--- src/rtl/configurador_timer.sv ---
// Front-panel editor for the periodic timer: debounces three buttons and edits interval/on-time
// through a 3-state menu. Outputs registered; committed values change only when a session closes.
module configurador_timer #(
  parameter int DEBOUNCE_CICLOS  = 1000,
  parameter int INTERVALO_PADRAO = 10,
  parameter int TEMPO_PADRAO     = 3
) (
  input  logic       clk,
  input  logic       reset,
  input  logic       btn_modo,
  input  logic       btn_mais,
  input  logic       btn_menos,
  output logic [4:0] intervalo_ligar,
  output logic [4:0] tempo_ligado,
  output logic [1:0] campo,
  output logic [4:0] valor_edicao,
  output logic       atualizado
);

  localparam logic [15:0] DEB_MAX = 16'(DEBOUNCE_CICLOS - 1);
  localparam logic [4:0]  INT_RST = 5'(INTERVALO_PADRAO);
  localparam logic [4:0]  TMP_RST = 5'(TEMPO_PADRAO);

  localparam logic [1:0] EXIBE           = 2'd0;
  localparam logic [1:0] EDITA_INTERVALO = 2'd1;
  localparam logic [1:0] EDITA_TEMPO     = 2'd2;

  logic [2:0] btn_raw;
  logic [2:0] pulso;

  assign btn_raw = {btn_menos, btn_mais, btn_modo};

  for (genvar g = 0; g < 3; g++) begin : g_btn
    logic        s1;
    logic        s2;
    logic        deb;
    logic        deb_anterior;
    logic [15:0] cnt;

    always_ff @(posedge clk) begin
      if (reset) begin
        s1           <= 1'b0;
        s2           <= 1'b0;
        deb          <= 1'b0;
        deb_anterior <= 1'b0;
        cnt          <= 16'd0;
      end else begin
        s1           <= btn_raw[g];
        s2           <= s1;
        deb_anterior <= deb;
        if (s2 == deb) begin
          cnt <= 16'd0;
        end else if (cnt == DEB_MAX) begin
          deb <= s2;
          cnt <= 16'd0;
        end else begin
          cnt <= cnt + 16'd1;
        end
      end
    end

    assign pulso[g] = deb & ~deb_anterior;
  end

  logic       modo;
  logic       sobe;
  logic       desce;
  logic [4:0] sombra_int;
  logic [4:0] sombra_tmp;
  logic [4:0] sombra_int_nxt;
  logic [4:0] sombra_tmp_nxt;
  logic [4:0] intervalo_nxt;
  logic [4:0] tempo_nxt;
  logic [1:0] campo_nxt;
  logic [4:0] valor_nxt;
  logic       atualizado_nxt;

  // mais and menos together cancel out; modo overrides both
  assign modo  = pulso[0];
  assign sobe  = pulso[1] & ~pulso[2];
  assign desce = pulso[2] & ~pulso[1];

  function automatic logic [4:0] satura(input logic [4:0] v, input logic up,
                                        input logic [5:0] minimo);
    logic [5:0] r;
    if (up) begin
      r = {1'b0, v} + 6'd1;
      if (r > 6'd31) r = 6'd31;
    end else if ({1'b0, v} <= minimo) begin
      r = minimo;
    end else begin
      r = {1'b0, v} - 6'd1;
    end
    return r[4:0];
  endfunction

  always_comb begin
    sombra_int_nxt = sombra_int;
    sombra_tmp_nxt = sombra_tmp;
    intervalo_nxt  = intervalo_ligar;
    tempo_nxt      = tempo_ligado;
    campo_nxt      = campo;
    atualizado_nxt = 1'b0;
    case (campo)
      EXIBE: begin
        if (modo) begin
          sombra_int_nxt = intervalo_ligar;
          sombra_tmp_nxt = tempo_ligado;
          campo_nxt      = EDITA_INTERVALO;
        end
      end
      EDITA_INTERVALO: begin
        if (modo) campo_nxt = EDITA_TEMPO;
        else if (sobe | desce) sombra_int_nxt = satura(sombra_int, sobe, 6'd1);
      end
      EDITA_TEMPO: begin
        if (modo) begin
          intervalo_nxt  = sombra_int;
          tempo_nxt      = sombra_tmp;
          atualizado_nxt = 1'b1;
          campo_nxt      = EXIBE;
        end else if (sobe | desce) begin
          sombra_tmp_nxt = satura(sombra_tmp, sobe, 6'd0);
        end
      end
      default: campo_nxt = EXIBE;
    endcase

    // display is registered from next-state values so it tracks the shadow without lag
    case (campo_nxt)
      EDITA_INTERVALO: valor_nxt = sombra_int_nxt;
      EDITA_TEMPO:     valor_nxt = sombra_tmp_nxt;
      default:         valor_nxt = intervalo_nxt;
    endcase
  end

  always_ff @(posedge clk) begin
    if (reset) begin
      sombra_int      <= INT_RST;
      sombra_tmp      <= TMP_RST;
      intervalo_ligar <= INT_RST;
      tempo_ligado    <= TMP_RST;
      campo           <= EXIBE;
      valor_edicao    <= INT_RST;
      atualizado      <= 1'b0;
    end else begin
      sombra_int      <= sombra_int_nxt;
      sombra_tmp      <= sombra_tmp_nxt;
      intervalo_ligar <= intervalo_nxt;
      tempo_ligado    <= tempo_nxt;
      campo           <= campo_nxt;
      valor_edicao    <= valor_nxt;
      atualizado      <= atualizado_nxt;
    end
  end

endmodule

--- config.mk ---
export PLATFORM = sky130hd
export DESIGN_NAME = configurador_timer
export DESIGN_NICKNAME = d
export VERILOG_FILES = /design/src/rtl/configurador_timer.sv
export SDC_FILE = /design/constraint.sdc
export NUM_CORES = 1
export LEC_CHECK = 0
export CAP_MARGIN = 20
export CORE_MARGIN = 3
export CORE_UTILIZATION = 60
export CTS_CLUSTER_DIAMETER = 60
export CTS_CLUSTER_SIZE = 8
export DETAILED_ROUTE_END_ITERATION = 10
export PLACE_DENSITY = 0.86
export SYNTH_ARGS = -nofsm -noshare
export SYNTH_HDL_FRONTEND = slang
export SYNTH_SLANG_ARGS = --single-unit
--- constraint.sdc ---
create_clock -name clk -period 6.2 [get_ports clk]
set_clock_uncertainty 0.15 [all_clocks]
set_input_delay 1.86 -clock clk [delete_from_list [all_inputs] [get_ports clk]]
set_output_delay 1.86 -clock clk [all_outputs]
set_load 0.05 [all_outputs]
Word level (Yosys, flattened, before mapping)
Cells that the tools add are included.

Logic and storage cells: 89. Register bits: 88. Bits in writable memories: 0. Bits of input ports: 5. Bits in read-only memories: 0. Bits in latches: 0. Memories: 0. Output and inout port bits: 18.

$lt $le $gt $ge: 4. Shift operators: 0. Divide/modulo/power cells: 0. Bitwise logic cells: 15. Reductions and logical operators: 9. $mul: 0. Multiplexer cells: 22. Add/sub/neg operators: 7. Equal/unequal tests: 10.

Operator list (number): $mux W5 (14); $add A16 B1 Y16 const B (3); $eq A16 B10 Y1 const B (3); $pmux W5 S2 (3); $add A5 B1 Y6 const B (2); $gt A6 B5 Y1 const B (2); $le A5 B1 Y1 const B (2); $sub A5 B1 Y5 const B (2); $not A1 Y1 (9); $reduce_or A3 Y1 (3); $reduce_and A2 Y1 (4); $mux W2 (3); $pmux W2 S3 (1); $and A1 B1 Y1 (5); $eq A2 B1 Y1 const B (2); $eq A2 B2 Y1 const B (2); $eq A1 B1 Y1 (3); $logic_not A2 Y1 (1); $reduce_or A2 Y1 (1); $mux W1 (1); $or A1 B1 Y1 (1).

Depth between registers and ports, before layout
Gate-level depths: netlist (run 1).

Word-level depth: 9. Depth in mapped cells: 10. Gate-level depth less buffers: 8.

Worst setup path after synthesis (run 1)
OpenSTA, ideal clock, no wires.

Path type: input port to flip-flop. From: in reset. To: reg g_btn[1].cnt[10]. Buffers on the path: 2. Setup time: 64 ps. Required time: 5986 ps. Data arrival time: 2603 ps. Cell stages on the path: 4. Path slack: 3383 ps. Cell sequence: or3_1 buf_2 buf_2 nor2_1.

Cells in the longest elaborated chain, start to end: 1.

RTL lines: from (decl) (line 9) `input logic reset,`; $reduce_or A3 Y1 (no source line); to (signal assigned) (line 57) `cnt <= cnt + 16'd1;`; to (decl) (line 38) `logic [15:0] cnt;`.

Every way passes these cells. A chain may end at the register's enable or synchronous reset.

Worst setup path after layout (run 1)
From: reg campo[1]. To: out campo[1].

RTL lines: from (decl) (line 15) `output logic [1:0] campo,`; from (signal assigned) (line 151) `campo <= campo_nxt;`.

No word-level cell between the ends.

==> results.ini, run 1 <==
[floorplan]
die-height_um = 91.1
dieArea_mm2 = 0.00829
num_io_pins = 23
rows = 30
die-width_um = 91.1
coreArea_mm2 = 0.00691
start_util = 0.629

[timing]
hold_viol_final = 0
tns_ns = 0
drv_slew = 0
worst_pin_slew_ns = 1.00
layout_min_cycle_time_ns = 4.01
rsz0062_at_grt = false
fin_crit_sh = 0.647
slew_headroom = 0.331
timing.fmax_mhz = 249
finalSetupViolations = 0

[global_route]
grt.total_usage = 0.230
overflow = 0
grt_pass1_wl_um = 15900
grt_max_degree = 30
grt_pass1_vias = 3411
antenna_found_initial = 0

[critical_path]
cp_top_family = buffers and inverters
reg2reg_slack_ns = 3.41
end_kind = output pin
reg2reg_from = campo[1]$_SDFF_PP0_
cp_cell_sequence = clkdlybuf4s50_1
timing.rr.end = valor_edicao[2]$_SDFF_PP0_
crit_path_max_incr_delay_ns = 0.92
slowest_stage = clkdlybuf4s50_1
path_buf_inv = 1
path_class = flip-flop to output pin
crit_required_ns = 4.19
worstPathArrival_ns = 2.00
cp_max_fo = 15
ff2ff_path_depth = 8
start_kind = flip-flop

[yosys]
synth_area_leaders = dfxtp_1, nor2_1, xor2_1, xnor2_1, nand2_1
synth_fp_nets = 520
syn_inst = 504
ys_ff_latch = 88
syn_area_mm2 = 0.00434
async_flop_share = 0
syn_avg_cell_area_um2 = 8.61
yosysTopAreaCell = dfxtp_1
yosysSeqAreaShare = 0.406
synth_ff_type = dfxtp_1
ys_warn_count = 0
yosys.area.top_type_share = 0.406
ys_types = 65
synth_edf_count = 0

[min_path]
hp-start = g_btn[0].s1$_SDFF_PP0_
min_delay_worst_endpoint = g_btn[0].s2$_SDFF_PP0_
hp-class = flip-flop to flip-flop
holdPathStages = 1

[power]
p_leak_uw = 0.00165
peakVddDrop_uv = 188
p_total_uw = 1080
p_per_area_mw_per_mm2 = 223

[clocking]
path_clk_slew_ns = 0.10
hold_buffers = 0
clk_latency_ns = 0.36
cts-htree-levels = 3
cts_tree = done
clock-sinks = 88
cts_resized = 0
ctsRootBufferMaster = clkbuf_8
post-cts-setup-buffers = 0
clockBufferDepth = 2
cts_buffers = 9

[detailed_routing]
ant_nets = 0
wire_per_inst_um = 15.0
vias_per_cell = 5.94
firstDrtPassIters = 5
vias = 3652
met3_length_um = 664
top_layer_used = met4
met1_length_um = 4020
drt_iter0_drc = 285
wl_um = 9220
dr_wl_met2_um = 4270
drc = 0

[finish]
fin_nets = 530
final_common_cell = dfxtp_1
diodes = 0
drive_above_1_share = 0.0636
layout_common_cells = dfxtp_1, nor2_1, nand2_1
area_delta_synth_final_pct = 10.9

[placement]
gp_congestion = 0.943
dp_hpwl_um = 6280
portBuffers = 22

[run]
max-cap-violations = 0

[outcome]
status = complete, no violations

==> metrics by stage <==
stage               cells  area [um2]   util  hold WS, ns  worst slack [ns]
finish                615        4810  0.697        0.308              2.19
global route          615        4810  0.697        0.324              2.12
CTS                   615        4810  0.697        0.309              2.21
detailed placement    599        4570  0.661        0.290              2.07
global placement      599        4570  0.661        0.266              2.14
floorplan             504        4340      -        0.264              3.38
==> layout make-up <==
type / count / area (um2)
fillers: 556 / 2090
well taps: 96 / 120
flip-flops and latches: 88 / 1760
repair buffers: 24 / 235
clock inverters: 7 / 124
multi-input cells: 370 / 2370
clock buffers: 9 / 124
inverters: 21 / 78.8
==> cell usage after synthesis, drive strengths merged (3+ instances only) <==
cell / instances
dfxtp: 88
nor2: 75
nand2: 43
xor2: 23
nand3: 21
xnor2: 21
buf: 19
inv: 19
a21oi: 17
nor2b: 15
nand4: 14
o21ai: 12
ha: 11
nor3: 10
nor4: 9
o211ai: 9
mux2i: 8
nand2b: 8
and4: 7
and3: 6
clkbuf: 6
or3: 5
a2bb2oi: 4
a31oi: 4
a211oi: 3
nor4b: 3
o21a: 3
o311ai: 3
o31ai: 3
==> worst max-delay path by stage <==
stage	slack, ns	to	cells past startpoint	start
global placement	2.14	valor_edicao[1]$_SDFF_PP1_	6	reset
detailed placement	2.07	valor_edicao[1]$_SDFF_PP1_	6	reset
CTS	2.21	campo[1]	1	campo[1]$_SDFF_PP0_
finish	2.19	campo[1]	1	campo[1]$_SDFF_PP0_
global route	2.12	campo[1]	1	campo[1]$_SDFF_PP0_
floorplan	3.38	g_btn[1].cnt[10]$_SDFF_PP0_	4	reset
==> layer usage <==
layer / track usage / vias to the layer above
met5: 0 / -
met4: 0.108 / 0
met3: 0.0381 / 35
met2: 0.367 / 167
met1: 0.304 / 1660
li1: - / 1790
==> kinds of logic (layout without fill, tap and decap cells) <==
logic type / after synthesis / after routing / share of synthesized area
AND/OR/NAND/NOR: 225 / 225 / 0.268
flip-flops: 88 / 88 / 0.406
AO/OA/AOI/OAI: 81 / 81 / 0.135
buffers and inverters: 46 / 61 / 0.0496
XOR/XNOR: 44 / 44 / 0.0888
adder cells (fa/ha/maj): 11 / 11 / 0.0317
multiplexers: 9 / 9 / 0.0210
==> sequential cells by signal (all words and copies together) (netlist names) <==
| signal | cells |
|---|---|
| intervalo_ligar | 5 |
| sombra_int | 5 |
| g_btn.s2 | 3 |
| g_btn.deb_anterior | 3 |
| valor_edicao | 5 |
| atualizado | 1 |
| campo | 2 |
| sombra_tmp | 5 |
| g_btn.s1 | 3 |
| g_btn.cnt | 48 |
| g_btn.deb | 3 |
| tempo_ligado | 5 |
==> power by group <==
part | leakage, uW | switching [uW] | internal, uW
logic | 0.000811 | 7.62 | 4.70
clock network | 0.000126 | 222 | 273
registers | 0.000710 | 1.26 | 567
Power figures use the tool's default switching activity.
==> inputs of run 2 (changes only) <==
CORE_UTILIZATION = 54   (was 60)
PLACE_DENSITY = 0.82   (was 0.86)
clock period = 3.5 ns   (was 6.2 ns; I/O delays follow)
==> results.ini, run 2 (synthesis results as in run 1) <==
[clocking]
post-cts-setup-buffers = 0
hold_buffers = 0
path_clk_slew_ns = 0.09
cts_buffers = 9
clockBufferDepth = 2
clock-sinks = 88
cts-htree-levels = 3
clk_latency_ns = 0.37
cts_resized = 0
ctsRootBufferMaster = clkbuf_8
cts_tree = done

[floorplan]
start_util = 0.559
rows = 32
die-height_um = 95.7
dieArea_mm2 = 0.00915
coreArea_mm2 = 0.00777
die-width_um = 95.7
num_io_pins = 23

[detailed_routing]
vias_per_cell = 5.71
drt_iter0_drc = 226
ant_nets = 0
wire_per_inst_um = 14.4
drc = 0
firstDrtPassIters = 5
vias = 3557
wl_um = 8950

[power]
combPwrFrac = 0.013
switchingPower_uw = 400
internal_power_uw = 1350
clkPwrFrac = 0.411
p_seq_frac = 0.575
p_total_uw = 1750
p_leak_uw = 0.00163
p_per_area_mw_per_mm2 = 366
peakVddDrop_uv = 337
netSwitchingFraction = 0.228

[critical_path]
slowest_stage = clkdlybuf4s50_1
path_buf_inv = 1
ff2ff_path_depth = 8
reg2reg_from = campo[1]$_SDFF_PP0_
cp_max_fo = 15
crit_required_ns = 2.30
end_kind = output pin
path_class = flip-flop to output pin
cp_cell_sequence = clkdlybuf4s50_1
cp_top_family = buffers and inverters
start_kind = flip-flop
worstPathArrival_ns = 1.98
crit_path_max_incr_delay_ns = 0.91
reg2reg_slack_ns = 0.77
timing.rr.end = valor_edicao[2]$_SDFF_PP0_

[timing]
rsz0062_at_grt = false
hold_viol_final = 0
fin_crit_sh = 0.910
timing.fmax_mhz = 314
tns_ns = 0
finalSetupViolations = 0
slew_headroom = 0.547
drv_slew = 0
layout_min_cycle_time_ns = 3.18
worst_pin_slew_ns = 0.674

[finish]
fin_nets = 532
drive_above_1_share = 0.0653
multi_input_area_mm2 = 0.00236
nFillCells = 676
seq_area_mm2 = 0.00176
largest_reg_flops = 48
final_common_cell = dfxtp_1
diodes = 0
fin_util = 0.616
regMostFlops = g_btn.cnt
layout_common_cells = dfxtp_1, nor2_1, nand2_1
area_delta_synth_final_pct = 10.2

[outcome]
status = complete, no violations

[min_path]
holdPathStages = 1
hp-start = g_btn[1].s1$_SDFF_PP0_
hp-class = flip-flop to flip-flop
min_delay_worst_endpoint = g_btn[1].s2$_SDFF_PP0_

[global_route]
antenna_found_initial = 0
grt_pass1_vias = 3404
grt_max_degree = 19
grt.total_usage = 0.211
grt_pass1_wl_um = 15300
overflow = 0

[placement]
gp_congestion = 0.950
dp_hpwl_um = 6370
portBuffers = 22

[run]
max-cap-violations = 0

==> run 2: cell types whose count changed in the layout (fill, tap and decap cells not counted) <==
cell,delta
inv_6,-1
clkinvlp_4,+2
nor4bb_1,+1
clkinv_4,+1
buf_4,+2
nor4bb_2,-1
bufinv_16,-2
==> run 2: worst max-delay path by stage <==
stage / start / cells past startpoint / endpoint
floorplan: campo[0]$_SDFF_PP0_ / 8 / valor_edicao[2]$_SDFF_PP0_
CTS: campo[1]$_SDFF_PP0_ / 1 / campo[1]
finish: campo[1]$_SDFF_PP0_ / 1 / campo[1]
global route: campo[1]$_SDFF_PP0_ / 1 / campo[1]
global placement: reset / 5 / g_btn[2].cnt[12]$_SDFF_PP0_
detailed placement: reset / 5 / valor_edicao[1]$_SDFF_PP1_
==> run 2: metrics by stage <==
| step | setup slack [ns] | hold slack (ns) | instance area, um2 | instances |
|---|---|---|---|---|
| final | 0.316 | 0.298 | 4790 | 623 |
| after global routing | 0.238 | 0.334 | 4790 | 623 |
| after CTS | 0.296 | 0.301 | 4790 | 623 |
| after detailed placement | 0.475 | 0.286 | 4580 | 607 |
| after global placement | 0.580 | 0.269 | 4580 | 607 |
| after floorplan | 1.06 | 0.264 | 4340 | 504 |
==> run 2: layout make-up <==
class / count / share of cell area
sequential: 88 / 0.368
inverter: 21 / 0.0165
timing repair buffer: 26 / 0.0523
clock buffer: 9 / 0.0259
tap: 102 / 0.0267
clock inverter: 7 / 0.0165
multi-input combinational: 370 / 0.494
==> run 2: power groups by stage <==
stage / logic (uW) / clock network [uW] / registers, uW
2_1_floorplan: 13.8 / 0 / 1030
3_3_place_gp: 22.5 / 0 / 1030
3_5_place_dp: 23.5 / 0 / 1030
4_1_cts: 23.7 / 735 / 1010
5_1_grt: 26.3 / 781 / 1010
6_report: 23.5 / 720 / 1010
==> run 2: metal layers <==
| layer | GRT usage | routed length, um | up-vias |
|---|---|---|---|
| met5 | 0 | 0 | - |
| met4 | 0.0723 | 140 | 0 |
| met3 | 0.0608 | 470 | 15 |
| met2 | 0.345 | 4310 | 95 |
| met1 | 0.265 | 4030 | 1655 |
| li1 | - | - | 1792 |
